**src/rtl/cpu_trace_buffer.sv**
```systemverilog
// rtl/cpu_trace_buffer.sv - per-retire circular trace capture with pc trigger and oldest-first readout
// Optional feature macro: TRACE_TIMESTAMP_EN (per-entry cycle timestamp; rd_timestamp is 0 when undefined)
module cpu_trace_buffer #(
  parameter int PC_WIDTH       = 10,
  parameter int DATA_WIDTH     = 16,
  parameter int REG_ADDR_WIDTH = 4,
  parameter int DEPTH          = 64,
  parameter int CNT_WIDTH      = 16
) (
  input  logic                      clk,
  input  logic                      rst,
  input  logic                      trace_valid,
  input  logic [PC_WIDTH-1:0]       trace_pc,
  input  logic                      trace_reg_we,
  input  logic [REG_ADDR_WIDTH-1:0] trace_reg_addr,
  input  logic [DATA_WIDTH-1:0]     trace_reg_data,
  input  logic                      arm,
  input  logic                      abort,
  input  logic [PC_WIDTH-1:0]       trigger_pc,
  input  logic [CNT_WIDTH-1:0]      post_count,
  output logic                      armed,
  output logic                      triggered,
  output logic                      done,
  output logic                      rd_valid,
  input  logic                      rd_ready,
  output logic [PC_WIDTH-1:0]       rd_pc,
  output logic                      rd_reg_we,
  output logic [REG_ADDR_WIDTH-1:0] rd_reg_addr,
  output logic [DATA_WIDTH-1:0]     rd_reg_data,
  output logic [CNT_WIDTH-1:0]      rd_timestamp,
  output logic                      rd_last
);

  localparam int PTR_W = $clog2(DEPTH);
  localparam logic [CNT_WIDTH-1:0] MAX_POST = CNT_WIDTH'(DEPTH - 1);
  localparam logic [PTR_W:0]       FULL     = (PTR_W+1)'(DEPTH);

  typedef enum logic [2:0] {S_IDLE, S_ARMED, S_POST, S_DONE, S_READOUT} state_e;

  state_e                     state_q, state_d;
  logic [PTR_W-1:0]           wr_ptr_q, wr_ptr_d;
  logic [PTR_W:0]             count_q, count_d;
  logic [CNT_WIDTH-1:0]       post_rem_q, post_rem_d;
  logic [CNT_WIDTH-1:0]       post_cfg_q, post_cfg_d;
  logic [PC_WIDTH-1:0]        trig_pc_q, trig_pc_d;
  logic                       triggered_q, triggered_d;
  logic [PTR_W-1:0]           rd_ptr_q, rd_ptr_d;
  logic [PTR_W:0]             rd_idx_q, rd_idx_d;
  logic                       rd_valid_q, rd_valid_d;
  logic [PC_WIDTH-1:0]        rd_pc_q;
  logic                       rd_we_q;
  logic [REG_ADDR_WIDTH-1:0]  rd_addr_q;
  logic [DATA_WIDTH-1:0]      rd_data_q;
  logic                       wr_en;
  logic                       rd_load;
  logic [PTR_W-1:0]           rd_load_ptr;
  logic [CNT_WIDTH-1:0]       post_clamped;

  logic [PC_WIDTH-1:0]        mem_pc   [DEPTH];
  logic                       mem_we   [DEPTH];
  logic [REG_ADDR_WIDTH-1:0]  mem_addr [DEPTH];
  logic [DATA_WIDTH-1:0]      mem_data [DEPTH];

  assign post_clamped = (post_count > MAX_POST) ? MAX_POST : post_count;
  assign rd_last      = rd_valid_q && (rd_idx_q == count_q);

  always_comb begin
    state_d     = state_q;
    wr_ptr_d    = wr_ptr_q;
    count_d     = count_q;
    post_rem_d  = post_rem_q;
    post_cfg_d  = post_cfg_q;
    trig_pc_d   = trig_pc_q;
    triggered_d = triggered_q;
    rd_ptr_d    = rd_ptr_q;
    rd_idx_d    = rd_idx_q;
    rd_valid_d  = rd_valid_q;
    wr_en       = 1'b0;
    rd_load     = 1'b0;
    rd_load_ptr = rd_ptr_q;
    if (abort) begin
      state_d    = S_IDLE;
      count_d    = '0;
      rd_valid_d = 1'b0;
    end else if (arm) begin
      state_d     = S_ARMED;
      count_d     = '0;
      wr_ptr_d    = '0;
      triggered_d = 1'b0;
      trig_pc_d   = trigger_pc;
      post_cfg_d  = post_clamped;
      rd_valid_d  = 1'b0;
    end else begin
      case (state_q)
        S_ARMED, S_POST: begin
          if (trace_valid) begin
            wr_en    = 1'b1;
            wr_ptr_d = wr_ptr_q + 1'b1;
            if (count_q != FULL) count_d = count_q + 1'b1;
            if (state_q == S_ARMED) begin
              if (trace_pc == trig_pc_q) begin
                triggered_d = 1'b1;
                if (post_cfg_q == '0) begin
                  state_d = S_DONE;
                end else begin
                  state_d    = S_POST;
                  post_rem_d = post_cfg_q;
                end
              end
            end else begin
              post_rem_d = post_rem_q - 1'b1;
              if (post_rem_q == CNT_WIDTH'(1)) state_d = S_DONE;
            end
          end
        end
        S_DONE: begin
          // count == DEPTH wraps to offset 0, so the oldest entry sits at wr_ptr
          if (count_q != '0) begin
            rd_load     = 1'b1;
            rd_load_ptr = wr_ptr_q - count_q[PTR_W-1:0];
            rd_idx_d    = (PTR_W+1)'(1);
            state_d     = S_READOUT;
          end
        end
        S_READOUT: begin
          if (rd_valid_q && rd_ready) begin
            if (rd_last) begin
              state_d    = S_IDLE;
              rd_valid_d = 1'b0;
            end else begin
              rd_load     = 1'b1;
              rd_load_ptr = rd_ptr_q + 1'b1;
              rd_idx_d    = rd_idx_q + 1'b1;
            end
          end
        end
        default: ;
      endcase
    end
    if (rd_load) begin
      rd_valid_d = 1'b1;
      rd_ptr_d   = rd_load_ptr;
    end
  end

  always_ff @(posedge clk) begin
    if (rst) begin
      state_q     <= S_IDLE;
      wr_ptr_q    <= '0;
      count_q     <= '0;
      post_rem_q  <= '0;
      post_cfg_q  <= '0;
      trig_pc_q   <= '0;
      triggered_q <= 1'b0;
      rd_ptr_q    <= '0;
      rd_idx_q    <= '0;
      rd_valid_q  <= 1'b0;
      rd_pc_q     <= '0;
      rd_we_q     <= 1'b0;
      rd_addr_q   <= '0;
      rd_data_q   <= '0;
    end else begin
      state_q     <= state_d;
      wr_ptr_q    <= wr_ptr_d;
      count_q     <= count_d;
      post_rem_q  <= post_rem_d;
      post_cfg_q  <= post_cfg_d;
      trig_pc_q   <= trig_pc_d;
      triggered_q <= triggered_d;
      rd_ptr_q    <= rd_ptr_d;
      rd_idx_q    <= rd_idx_d;
      rd_valid_q  <= rd_valid_d;
      if (rd_load) begin
        rd_pc_q   <= mem_pc[rd_load_ptr];
        rd_we_q   <= mem_we[rd_load_ptr];
        rd_addr_q <= mem_addr[rd_load_ptr];
        rd_data_q <= mem_data[rd_load_ptr];
      end
    end
  end

  always_ff @(posedge clk) begin
    if (wr_en) begin
      mem_pc[wr_ptr_q]   <= trace_pc;
      mem_we[wr_ptr_q]   <= trace_reg_we;
      mem_addr[wr_ptr_q] <= trace_reg_addr;
      mem_data[wr_ptr_q] <= trace_reg_data;
    end
  end

`ifdef TRACE_TIMESTAMP_EN
  logic [CNT_WIDTH-1:0] ts_q, ts_d, rd_ts_q;
  logic [CNT_WIDTH-1:0] mem_ts [DEPTH];

  // An entry is stamped with the counter value including its own cycle
  always_comb begin
    ts_d = ts_q;
    if (!abort && arm) ts_d = '0;
    else if (state_q == S_ARMED || state_q == S_POST) ts_d = ts_q + 1'b1;
  end

  always_ff @(posedge clk) begin
    if (rst) begin
      ts_q    <= '0;
      rd_ts_q <= '0;
    end else begin
      ts_q <= ts_d;
      if (rd_load) rd_ts_q <= mem_ts[rd_load_ptr];
    end
  end

  always_ff @(posedge clk) begin
    if (wr_en) mem_ts[wr_ptr_q] <= ts_d;
  end

  assign rd_timestamp = rd_ts_q;
`else
  assign rd_timestamp = '0;
`endif

  assign armed       = (state_q == S_ARMED) || (state_q == S_POST);
  assign done        = (state_q == S_DONE) || (state_q == S_READOUT);
  assign triggered   = triggered_q;
  assign rd_valid    = rd_valid_q;
  assign rd_pc       = rd_pc_q;
  assign rd_reg_we   = rd_we_q;
  assign rd_reg_addr = rd_addr_q;
  assign rd_reg_data = rd_data_q;

endmodule

```
**config.mk**
```make
export PLATFORM = sky130hd
export DESIGN_NAME = cpu_trace_buffer
export DESIGN_NICKNAME = d
export VERILOG_FILES = /design/src/rtl/cpu_trace_buffer.sv
export SDC_FILE = /design/constraint.sdc
export NUM_CORES = 2
export LEC_CHECK = 0
export ABC_CLOCK_PERIOD_IN_PS = 5700
export BUFFER_PORTS_ARGS = -buffer_cell sky130_fd_sc_hd__buf_2
export CAP_MARGIN = 0
export CORE_MARGIN = 5
export CORE_UTILIZATION = 25
export DETAILED_ROUTE_END_ITERATION = 8
export SLEW_MARGIN = 20
export SYNTH_ARGS = -nofsm -noshare
export SYNTH_HDL_FRONTEND = slang
export SYNTH_SLANG_ARGS = --single-unit
export TNS_END_PERCENT = 30
```
**constraint.sdc**
```tcl
create_clock -name clk -period 5.7 [get_ports clk]
set_input_delay 1.14 -clock clk [delete_from_list [all_inputs] [get_ports clk]]
set_output_delay 1.14 -clock clk [all_outputs]
set_load 0.05 [all_outputs]
```
==> flow_summary.json <==
{
  "status": "finished, final reports clean",
  "clkTransAtPathRegs_ns": 0.06,
  "rows": 211,
  "antenna_found_initial": 14,
  "cts-hold-fix-buffers": 0,
  "max_freq_ghz": 0.187,
  "grt_usage_pct": 14.0,
  "synth_cells": 5577,
  "hold_viol": 0,
  "rsz0062_at_grt": "no",
  "async_flop_share_pct": 0,
  "synth.largest_area_cell": "edfxtp_1",
  "finalSetupViolations": 0,
  "cp_data_arrival_time_ns": 6.11,
  "coreArea_mm2": 0.330,
  "criticalPathCategory": "reg2reg",
  "htree_levels": 4,
  "reg2reg_to": "rd_pc[6]$_SDFFE_PP0P_",
  "dp_cells": 9936,
  "clock_skew_ns": 0.0561,
  "yosysSeqAreaShare_pct": 74.7,
  "endpoint_kind": "flip-flop",
  "synth_top_area_share_pct": 72.2,
  "dr_total_vias": 50536,
  "ioPinCount": 115,
  "drc": 0,
  "dpl_cell_area_mm2": 0.0897,
  "post-route-min-period_ns": 5.36,
  "cts_tree": "built",
  "die_w_um": 585,
  "grt_max_degree": 100,
  "hpwl_mm": 148,
  "io_buffers": 98,
  "cts-root-buf": "clkbuf_16",
  "min_path_type": "reg2reg",
  "power.leakage_uw": 0.0317,
  "ff2ff_path_depth": 13,
  "drtAntennaViolNets": 0,
  "synth_ff_type": "edfxtp_1",
  "clock_sinks": 2088,
  "start_util_pct": 25.0,
  "r2r-start": "state_q[0]$_SDFFE_PP0P_",
  "worstSkewPairLatency_ns": 0.86,
  "required_ns": 6.46,
  "drtIter0Drc": 6640,
  "place.gp.congestion": 0.883,
  "fin_cells": 10328,
  "ctsResizeCount": 0,
  "drive_gt1_share_pct": 14.7,
  "ys_top_cells_by_area": "edfxtp_1, nand2_1, mux4_2, nand3_1, mux2i_1",
  "grt_pass1_wl_mm": 352,
  "die_y_um": 585,
  "grt_pass1_vias": 48726,
  "syn_avg_cell_area_um2": 14.8,
  "wirelength_mm": 247,
  "final.fill_count": 32499,
  "final_area_mm2": 0.0964,
  "synth_area_mm2": 0.0826,
  "ir_drop_v": 0.000352,
  "final_common_cell": "edfxtp_1",
  "final_nets": 5854,
  "period_share_pct": 94.0,
  "final_cell_mix": "edfxtp_1, nand2_1, nand3_1",
  "relSlewSlack_pct": 22.8,
  "grt-ovfl-total": 0,
  "synth_cell_type_count": 72,
  "area_growth_pct": 16.7,
  "tightest_slew_ns": 1.15,
  "r2r_setup_slack_ns": 0.34,
  "synth-edff-count": 1984,
  "crit_end": "rd_pc[6]$_SDFFE_PP0P_",
  "critical_path.max_fanout": 44,
  "synth_warnings": 0,
  "drv_cap": 0,
  "critPathLaunch": "state_q[0]$_SDFFE_PP0P_",
  "wl_per_cell_um": 24.0,
  "drt-pass1-iter-count": 6,
  "start_kind": "flip-flop",
  "cts_setup_buffers": 0,
  "numCtsBuffers": 204,
  "die_area_mm2": 0.342,
  "ctsLongestPathBuffers": 3,
  "drv_slew": 0,
  "power_density_mw_per_mm2": 317,
  "synth_seq_cells": 2088,
  "via_per_inst": 4.89
}
[synthesized netlist by cell type, types with 12 or more instances]
| cell type | instances |
|---|---|
| buf_2 | 117 |
| ha_1 | 12 |
| o2111ai_1 | 32 |
| o221ai_1 | 30 |
| o21ai_0 | 56 |
| nor2b_1 | 35 |
| dfxtp_1 | 104 |
| o32ai_1 | 35 |
| clkbuf_1 | 173 |
| buf_1 | 32 |
| nor2_1 | 142 |
| o21bai_1 | 31 |
| mux2i_1 | 218 |
| buf_4 | 35 |
| and3_1 | 68 |
| edfxtp_1 | 1984 |
| a221oi_1 | 62 |
| nor3_1 | 15 |
| mux4_2 | 122 |
| a31oi_1 | 32 |
| nand3_1 | 492 |
| and2_1 | 18 |
| nand4_1 | 102 |
| xnor2_1 | 24 |
| buf_6 | 15 |
| a21oi_1 | 198 |
| and4b_1 | 31 |
| or4_1 | 36 |
| inv_1 | 13 |
| a32oi_1 | 32 |
| xor2_1 | 12 |
| nand2_1 | 1141 |
| nor4_1 | 41 |
[state kept, by name, summed over array words and instances (netlist names), 3 cells and up]
| signal | cells |
|---|---|
| rd_ptr_q | 6 |
| count_q | 7 |
| mem_data | 1024 |
| post_cfg_q | 16 |
| mem_we | 64 |
| state_q | 3 |
| rd_pc | 10 |
| mem_addr | 256 |
| post_rem_q | 16 |
| trig_pc_q | 10 |
| wr_ptr_q | 6 |
| rd_reg_data | 16 |
| rd_idx_q | 7 |
| mem_pc | 640 |
| rd_reg_addr | 4 |
[worst min-delay path by stage]
stage / startpoint / cells past startpoint / end
global placement: trig_pc_q[4]$_SDFFE_PP0P_ / 2 / trig_pc_q[4]$_SDFFE_PP0P_
floorplan: post_cfg_q[10]$_SDFFE_PP0P_ / 1 / post_cfg_q[10]$_SDFFE_PP0P_
CTS: trig_pc_q[3]$_SDFFE_PP0P_ / 2 / trig_pc_q[3]$_SDFFE_PP0P_
global route: trig_pc_q[4]$_SDFFE_PP0P_ / 2 / trig_pc_q[4]$_SDFFE_PP0P_
detailed placement: trig_pc_q[3]$_SDFFE_PP0P_ / 2 / trig_pc_q[3]$_SDFFE_PP0P_
finish: trig_pc_q[3]$_SDFFE_PP0P_ / 2 / trig_pc_q[3]$_SDFFE_PP0P_
[logic make-up after synthesis]
| kind of cell | share of synthesized area, % |
|---|---|
| other | 0.00454 |
| muxes | 5.98 |
| and+or+nand+nor | 12.0 |
| buffers and inverters | 2.22 |
| DFF | 74.7 |
| adders and majority gates | 0.206 |
| AOI/OAI and AO/OA | 4.51 |
| xor gates and xnor gates | 0.382 |
[area by class of cell]
cell class	instances	area, µm²	area share [%]
clock inverter	120	1110	1.15
sequential	2088	61700	64.0
antenna	10	25.0	0.0260
inverter	13	48.8	0.0506
tap	4366	5460	5.67
multi-input combinational	3119	19800	20.6
timing repair buffer	352	2790	2.89
clock buffer	260	5460	5.66
[power by group]
part / switching (µW) / internal, µW
clock: 5830 / 7420
combinational: 397 / 66.7
sequential: 9.00 / 16800
total: 6240 / 24300
[worst max-delay path, stage by stage, from the launching register on]
cell and delay, ns:
dfxtp_1 0.43, nor3b_2 0.63, o21ai_2 0.22, a211oi_2 0.34
o221a_4 0.69, buf_12 0.38, buf_4 0.36, nor2_2 0.06
buf_4 0.31, a32o_1 0.27, nor3_1 0.77, nor4_1 0.34
buf_4 0.24, o32ai_1 0.12
[per-stage QoR]
stage                     utilization [%]  hold WS, ns  worst slack (ns)  setup TNS [ns]  total power [µW]
final                                29.2        0.474             0.344               0             30500
after global routing                 29.2        0.486             0.362               0             31400
after CTS                            29.2        0.474             0.361               0             30700
after detailed placement             27.2        0.466           -0.0590         -0.0590             17600
after global placement               27.2        0.465           -0.0308         -0.0308             17600
after floorplan                         -        0.448              1.84               0             17200
[layer usage]
layer / global-route usage (%) / routed length, µm / part of all wire [%] / up-vias
li1: - / - / - / 21708
met1: 19.0 / 102000 / 41 / 25963
met2: 22.3 / 114000 / 46 / 2456
met3: 3.42 / 24000 / 9.7 / 403
met4: 3.95 / 7110 / 2.9 / 6
met5: 0 / 40 / 0.016 / -
Note: power is estimated with default switching activity, not from simulation.
